**src/rtl/block_lock_fsm.sv**
```systemverilog
`default_nettype none
// ============================================================================
// Module   : block_lock_fsm
// Brief    : 64b/66b block lock. Tests sync headers and requests gearbox
//            slips until 66-bit alignment is held.
// Revision : 1.0 - initial release
// ============================================================================
module block_lock_fsm #(
    parameter int SH_CNT_MAX = 64,
    parameter int INVLD_MAX  = 16,
    parameter int SLIP_WAIT  = 2
) (
    input  logic        clk,
    input  logic        rst_n,
    input  logic [65:0] rx_block_in,
    input  logic        rx_block_valid,
    output logic        slip,
    output logic        block_lock,
    output logic [65:0] block_out,
    output logic        block_out_valid
);

    localparam int WAIT_W = $clog2(SLIP_WAIT + 2);

    localparam logic [0:0] S_TEST      = 1'b0;
    localparam logic [0:0] S_SLIP_HOLD = 1'b1;

    localparam logic [6:0]        c_sh_cnt_max = 7'(SH_CNT_MAX);
    localparam logic [4:0]        c_invld_max  = 5'(INVLD_MAX);
    localparam logic [WAIT_W-1:0] c_slip_wait  = WAIT_W'(SLIP_WAIT);

    logic [0:0]        r_state;
    logic [6:0]        r_sh_cnt;
    logic [4:0]        r_invld_cnt;
    logic [WAIT_W-1:0] r_wait_cnt;
    logic              r_lock;
    logic              r_slip;
    logic [65:0]       r_block_out;
    logic              r_block_out_valid;

    logic [0:0]        w_state_next;
    logic [6:0]        w_sh_cnt_next;
    logic [4:0]        w_invld_cnt_next;
    logic [WAIT_W-1:0] w_wait_cnt_next;
    logic              w_lock_next;
    logic              w_slip_next;

    logic              w_hdr_invalid;
    logic [6:0]        w_sh_inc;
    logic [4:0]        w_invld_inc;
    logic [WAIT_W-1:0] w_wait_inc;

    // A sync header is valid only when its two bits differ (01 or 10).
    assign w_hdr_invalid = ~(rx_block_in[1] ^ rx_block_in[0]);
    assign w_sh_inc      = r_sh_cnt + 7'd1;
    assign w_invld_inc   = r_invld_cnt + {4'd0, w_hdr_invalid};
    assign w_wait_inc    = r_wait_cnt + {{(WAIT_W-1){1'b0}}, 1'b1};

    always_ff @(posedge clk or negedge rst_n) begin
        if (!rst_n) begin
            r_state           <= S_TEST;
            r_sh_cnt          <= 7'd0;
            r_invld_cnt       <= 5'd0;
            r_wait_cnt        <= '0;
            r_lock            <= 1'b0;
            r_slip            <= 1'b0;
            r_block_out       <= 66'd0;
            r_block_out_valid <= 1'b0;
        end else begin
            r_state           <= w_state_next;
            r_sh_cnt          <= w_sh_cnt_next;
            r_invld_cnt       <= w_invld_cnt_next;
            r_wait_cnt        <= w_wait_cnt_next;
            r_lock            <= w_lock_next;
            r_slip            <= w_slip_next;
            r_block_out_valid <= rx_block_valid & r_lock;
            if (rx_block_valid) begin
                r_block_out <= rx_block_in;
            end
        end
    end

    always_comb begin
        w_state_next     = r_state;
        w_sh_cnt_next    = r_sh_cnt;
        w_invld_cnt_next = r_invld_cnt;
        w_wait_cnt_next  = r_wait_cnt;
        w_lock_next      = r_lock;
        w_slip_next      = 1'b0;
        if (rx_block_valid) begin
            case (r_state)
                S_TEST: begin
                    if ((!r_lock && w_hdr_invalid) ||
                        (r_lock && (w_invld_inc == c_invld_max))) begin
                        // Lock loss and first bad header while hunting both slip.
                        w_lock_next      = 1'b0;
                        w_slip_next      = 1'b1;
                        w_sh_cnt_next    = 7'd0;
                        w_invld_cnt_next = 5'd0;
                        w_wait_cnt_next  = '0;
                        w_state_next     = S_SLIP_HOLD;
                    end else if (w_sh_inc == c_sh_cnt_max) begin
                        w_sh_cnt_next    = 7'd0;
                        w_invld_cnt_next = 5'd0;
                        if (w_invld_inc == 5'd0) begin
                            w_lock_next = 1'b1;
                        end
                    end else begin
                        w_sh_cnt_next    = w_sh_inc;
                        w_invld_cnt_next = w_invld_inc;
                    end
                end
                S_SLIP_HOLD: begin
                    // Blocks here are still misaligned; discard them while the gearbox settles.
                    if (w_wait_inc >= c_slip_wait) begin
                        w_wait_cnt_next  = '0;
                        w_sh_cnt_next    = 7'd0;
                        w_invld_cnt_next = 5'd0;
                        w_state_next     = S_TEST;
                    end else begin
                        w_wait_cnt_next = w_wait_inc;
                    end
                end
                default: begin
                    w_state_next = S_TEST;
                end
            endcase
        end
    end

    always_comb begin
        slip            = r_slip;
        block_lock      = r_lock;
        block_out       = r_block_out;
        block_out_valid = r_block_out_valid;
    end

endmodule
`default_nettype wire

```
**config.mk**
```make
export PLATFORM = sky130hd
export DESIGN_NAME = block_lock_fsm
export DESIGN_NICKNAME = d
export VERILOG_FILES = /design/src/rtl/block_lock_fsm.sv
export SDC_FILE = /design/constraint.sdc
export NUM_CORES = 1
export LEC_CHECK = 0
export ABC_AREA = 0
export ABC_CLOCK_PERIOD_IN_PS = 4310
export BUFFER_PORTS_ARGS = -buffer_cell sky130_fd_sc_hd__buf_2
export CAP_MARGIN = 15
export CORE_UTILIZATION = 52
export DETAILED_ROUTE_END_ITERATION = 7
export GPL_TIMING_DRIVEN = 0
export PLACE_DENSITY = 0.85
export SETUP_SLACK_MARGIN = 0.4
export SYNTH_ARGS = -nofsm -noshare
export SYNTH_HDL_FRONTEND = slang
export SYNTH_SLANG_ARGS = --single-unit
export TNS_END_PERCENT = 100
```
**constraint.sdc**
```tcl
create_clock -name clk -period 4.31 [get_ports clk]
set_clock_uncertainty 0.15 [all_clocks]
set_input_delay 0.2155 -clock clk [delete_from_list [all_inputs] [get_ports clk]]
set_output_delay 0.2155 -clock clk [all_outputs]
set_load 0.05 [all_outputs]
```
## After elaboration in Yosys (flattened, before gate mapping)

Cells that the tools add are included.

| storage, ports and cells | value |
|---|---|
| word-level logic and storage cells | 49 |
| register bits | 84 |
| output and inout bits | 69 |
| bits of input ports | 69 |

| operators by class | value |
|---|---|
| magnitude comparators | 1 |
| reduce and logical (&&, ||, !) cells | 10 |
| mux-type cells | 19 |
| $add $sub $neg | 3 |
| bitwise gates (word level) | 4 |
| eq/ne operators | 4 |

Operators by type and width:

| operator | number |
|---|---|
| 7-bit two-way mux | 3 |
| 5-bit two-way mux | 3 |
| 7-bit one-hot mux with 2 select lines | 1 |
| 5-bit one-hot mux with 2 select lines | 1 |
| 7-bit by 1-bit adder with 7-bit output, second input constant | 1 |
| 7-bit == test, second input constant | 1 |
| 1-bit two-way mux | 7 |
| 5-bit by 1-bit adder with 5-bit output | 1 |
| 5-bit == test, second input constant | 1 |
| 5-bit logical NOT | 1 |
| 2-bit two-way mux | 2 |
| 2-bit one-hot mux with 2 select lines | 1 |
| 2-bit AND reduction | 2 |
| 4-bit AND reduction | 1 |
| 2-bit nonzero test | 2 |
| 2-bit by 1-bit adder with 2-bit output, second input constant | 1 |
| 2-bit >= comparator, second input constant | 1 |
| 1-bit logical AND | 2 |
| 2-bit by 1-bit != test with 1-bit output, second input constant | 1 |
| 2-bit != test, second input constant | 1 |
| 1-bit inverter | 2 |
| 1-bit one-hot mux with 2 select lines | 1 |
| 1-bit AND | 1 |
| 1-bit logical NOT | 1 |
| other kinds (2) | 2 |

## Depth between registers and ports, before layout

| logic depth | value |
|---|---|
| depth in word-level cells | 9 |
| mapped depth | 9 |
| gate-level depth less buffers | 8 |

## Worst setup path before layout

OpenSTA, ideal clock, no wires.

| path | value |
|---|---|
| path type | flip-flop to flip-flop |
| start | register r_invld_cnt[0] |
| end | register r_sh_cnt[5] |
| library setup time | 0.118 ns |
| clock period less this slack | 2.162 ns |
| arrival time | 1.894 ns |
| required time | 4.042 ns |
| stages on the path, launching flop included | 9 |
| slack | 2.148 ns |
| path buffers | 1 |
| cells stage by stage | dfrtp_1 > ha_1 > ha_1 > nor2_1 > nand3_1 > o41a_1 > buf_4 > a31o_1 > a21o_1 |

| on the way | value |
|---|---|
| longest elaborated chain between the ends | 6 |

RTL lines:

| what | line | text |
|---|---|---|
| start, declared | 34 | `logic [4:0] r_invld_cnt;` |
| start signal, assigned | 72 | `r_invld_cnt <= w_invld_cnt_next;` |
| 5-bit by 1-bit adder with 5-bit output | 56 | `assign w_invld_inc = r_invld_cnt + {4'd0, w_hdr_invalid};` |
| 5-bit == test | 94 | `(r_lock && (w_invld_inc == c_invld_max))) begin` |
| 1-bit logical AND | 94 |  |
| 1-bit logical OR | 93 | `if ((!r_lock && w_hdr_invalid) \|\|` |
| 7-bit two-way mux | 93 |  |
| 7-bit one-hot mux with 2 select lines | 91 | `case (r_state)` |
| end signal, assigned | 71 | `r_sh_cnt <= w_sh_cnt_next;` |
| end, declared | 33 | `logic [6:0] r_sh_cnt;` |

Every way passes these cells.
A chain may end at the register's enable or synchronous reset.

## Worst setup path in the final report

| path | value |
|---|---|
| start | input port rx_block_in[0] |
| end | register r_wait_cnt[0] |

| on the way | value |
|---|---|
| longest elaborated chain between the ends | 8 |
| elaborated cells on any way between the ends | 9 |
| classes of those cells | add/sub (1); eq/ne (2); bitwise (2); reduce/logical (4) |

RTL lines:

| what | line | text |
|---|---|---|
| start, declared | 15 | `input logic [65:0] rx_block_in,` |
| 1-bit XOR (*) | 54 | `assign w_hdr_invalid = ~(rx_block_in[1] ^ rx_block_in[0]);` |
| 1-bit inverter (*) | 54 |  |
| 5-bit by 1-bit adder with 5-bit output | 56 |  |
| 5-bit == test | 94 |  |
| 1-bit logical AND | 94 |  |
| 1-bit logical OR (*) | 93 |  |
| 2-bit != test (no source line) (*) | -- |  |
| 2-bit AND reduction (no source line) (*) | -- |  |
| end signal, assigned | 73 | `r_wait_cnt <= w_wait_cnt_next;` |
| end, declared | 35 | `logic [WAIT_W-1:0] r_wait_cnt;` |

Every way passes the cells marked *; elsewhere a longest branch is shown, timed or not.

==> reports/results.txt <==
Final worst slack - 1400 ps
Endpoint class of the critical path - flop
Post-Place Setup Slack - 1630 ps
Largest net degree at the start of global routing - 74
CP startpoint kind - primary input
Met3 Track Usage GR - 0.0802
Crit Path Category - in2reg
Max-cap violations - 0
GRT Util Overall - 0.297
Fin crit share - 0.674
EDFF count, synth - 0
PD cells - 448 nW/um^2
Die height - 82.7 um
Die X - 82.7 um
CP max FO - 4
Lkg Pwr - 2.40 nW
WP data arrival - 3000 ps
Post-CTS Setup Bufs - 0
Maximum clock rate - 344 MHz
H-tree depth - 3
Reg-to-reg slack, setup - 1780 ps
Post-route setup TNS - 0 ps
Main synth FF type - dfrtp_1
Layout overhead on the synthesized area - 50.1%
Starting Density - 0.536
HPWL after DPL - 5.10 mm
Mean post-synth cell area - 14.4 um^2
DIE AREA - 6840 um^2
Sw Share - 0.373
# port buffers - 137
Clock transition at path regs - 100 ps
Commonest non-fill, non-tap cell in the layout - buf_2
Switch Pwr - 0.848 mW
Initial antenna violation count - 0
Most frequent cells in the layout - buf_2 (136), dfrtp_1 (84), dlygate4sd3_1 (67)
Slew HR - 0.480
Met2 usage in global routing - 0.525
Row count - 29
Final instance area - 5080 um^2
DR iter-0 viols - 206
Drt drc - 0
WL final - 9.79 mm
Post-CTS sizing - 0
Final Hold Vio Count - 0
Busiest layer in global routing - met2
Via/cell ratio - 5.22
Clk root buf - clkbuf_8
Vias in the first global route - 2970
Synth Instances - 235
Post-synth ARST share - 1.00
Max IR drop VDD - 0.350 mV
RSZ-0062 raised after global routing - false
# IOs - 138
Comb pwr share - 0.311
Post-synthesis cell type count - 36
Worst slew pin tran - 770 ps
ANT nets after route - 0
Hold Path Class - in2async
Internal power - 1.43 mW
Final net count - 524
Slew Viols, Final - 0
Worst-Skew Late Latency - 350 ps
Yosys warning count - 0
Outcome - completed
Post-synthesis sequential area ratio - 0.621
Grt total ovfl - 0
Routability cong. - 0.770
GR Layer Usage met1 - 0.326
CTS Sinks - 84
Vias - 2787
Tot Pwr - 2.28 mW
First-pass GRT wire length - 14.5 mm
Dpl cells - 450
CTS tree - done
Drt wl/cell - 18.3 um
Final non-filler cell total - 534
DP Area - 4200 um^2
Syn_nets - 308
#FFs+latches synth - 84
Worst EP required - 4400 ps
Minimum clock period - 2910 ps
Final setup violation count - 0
Number of CTS-inserted buffers - 9
Reg power frac - 0.426
Share of cells above drive strength 1 - 0.498
TritonRoute pass-1 iters - 4
Mapped cell area - 3390 um^2
Core area - 6310 um^2
Clock Path Buffers - 2
Clk pwr share - 0.263
==> through the flow <==
stage,util,hold WS [ps]
CTS,0.804,81.7
finish,0.805,93.7
floorplan,-,-230
detailed placement,0.665,-77.5
global route,0.804,80.2
global placement,0.660,296
==> Yosys cell counts, types with 3 or more instances <==
cell       n  share of area
inv_1      7         0.0078
nand2_1    9          0.010
nand3_1    8          0.012
mux2_2    66           0.22
clkbuf_1  10          0.011
nor2_1     3         0.0033
a22o_1     4          0.010
dfrtp_1   84           0.62
o21ai_0    5         0.0074
a31oi_1    4         0.0074
ha_1       4          0.015
==> state kept, by name, summed over array words and instances (netlist names) <==
name / count
block_out: 66
r_sh_cnt: 7
r_invld_cnt: 5
r_wait_cnt: 2
block_lock: 1
block_out_valid: 1
r_state: 1
slip: 1
==> power by group through the flow <==
stage	sequential, mW	combinational [mW]	clock [mW]
6_report	0.969	0.707	0.599
5_1_grt	0.982	0.755	0.639
4_1_cts	0.963	0.695	0.592
3_5_place_dp	0.977	0.646	0
3_3_place_gp	0.970	0.625	0
2_1_floorplan	1.22	0.216	0
==> final timing paths <==
kind                                start             end  cells after the start
min                                 rst_n   block_out[42]                      2
max in group asynchronous           rst_n  r_invld_cnt[2]                      3
max                        rx_block_in[0]   r_wait_cnt[0]                     10
min in group clk           rx_block_valid      block_lock                      5
max reg2reg                r_invld_cnt[0]   r_wait_cnt[0]                      7
min reg2reg                 r_wait_cnt[0]   r_wait_cnt[0]                      1
==> logic make-up after synthesis <==
kind of cell             share of synthesized area
AO/OA/AOI/OAI                               0.0510
XOR/XNOR                                   0.00776
adder cells (fa/ha/maj)                     0.0148
buffers and inverters                       0.0211
flip-flops                                   0.621
multiplexers                                 0.225
AND/OR/NAND/NOR                             0.0591
==> worst max-delay path, cell delays in order <==
cell           delay [ps]
dlygate4sd3_1         550
buf_2                 140
xnor2_1               240
ha_1                  220
ha_1                  240
nor2_1                120
nand3_1               120
o41ai_1               720
o21ai_0               200
a32o_1                240
==> metal layers <==
metal / part of all wire / up-vias
li1: - / 1277
met3: 0.061 / 27
met2: 0.54 / 123
met5: 0 / -
met1: 0.36 / 1360
met4: 0.033 / 0
==> area by class of cell <==
type | instances | area [um^2]
sequential | 84 | 2100
timing repair buffer | 205 | 1390
fill | 355 | 1230
multi-input combinational | 133 | 1210
clock buffer | 10 | 138
tap | 77 | 96.3
clock inverter | 6 | 72.6
buffer | 11 | 45.0
inverter | 7 | 26.3
antenna | 1 | 2.50
==> repair_timing <==
item | in CTS | in global routing
hold endpoints to repair | 150 | 0
setup endpoints to repair | 0 | 0
hold buffers | 67 | 0
Power figures use the tool's default switching activity.
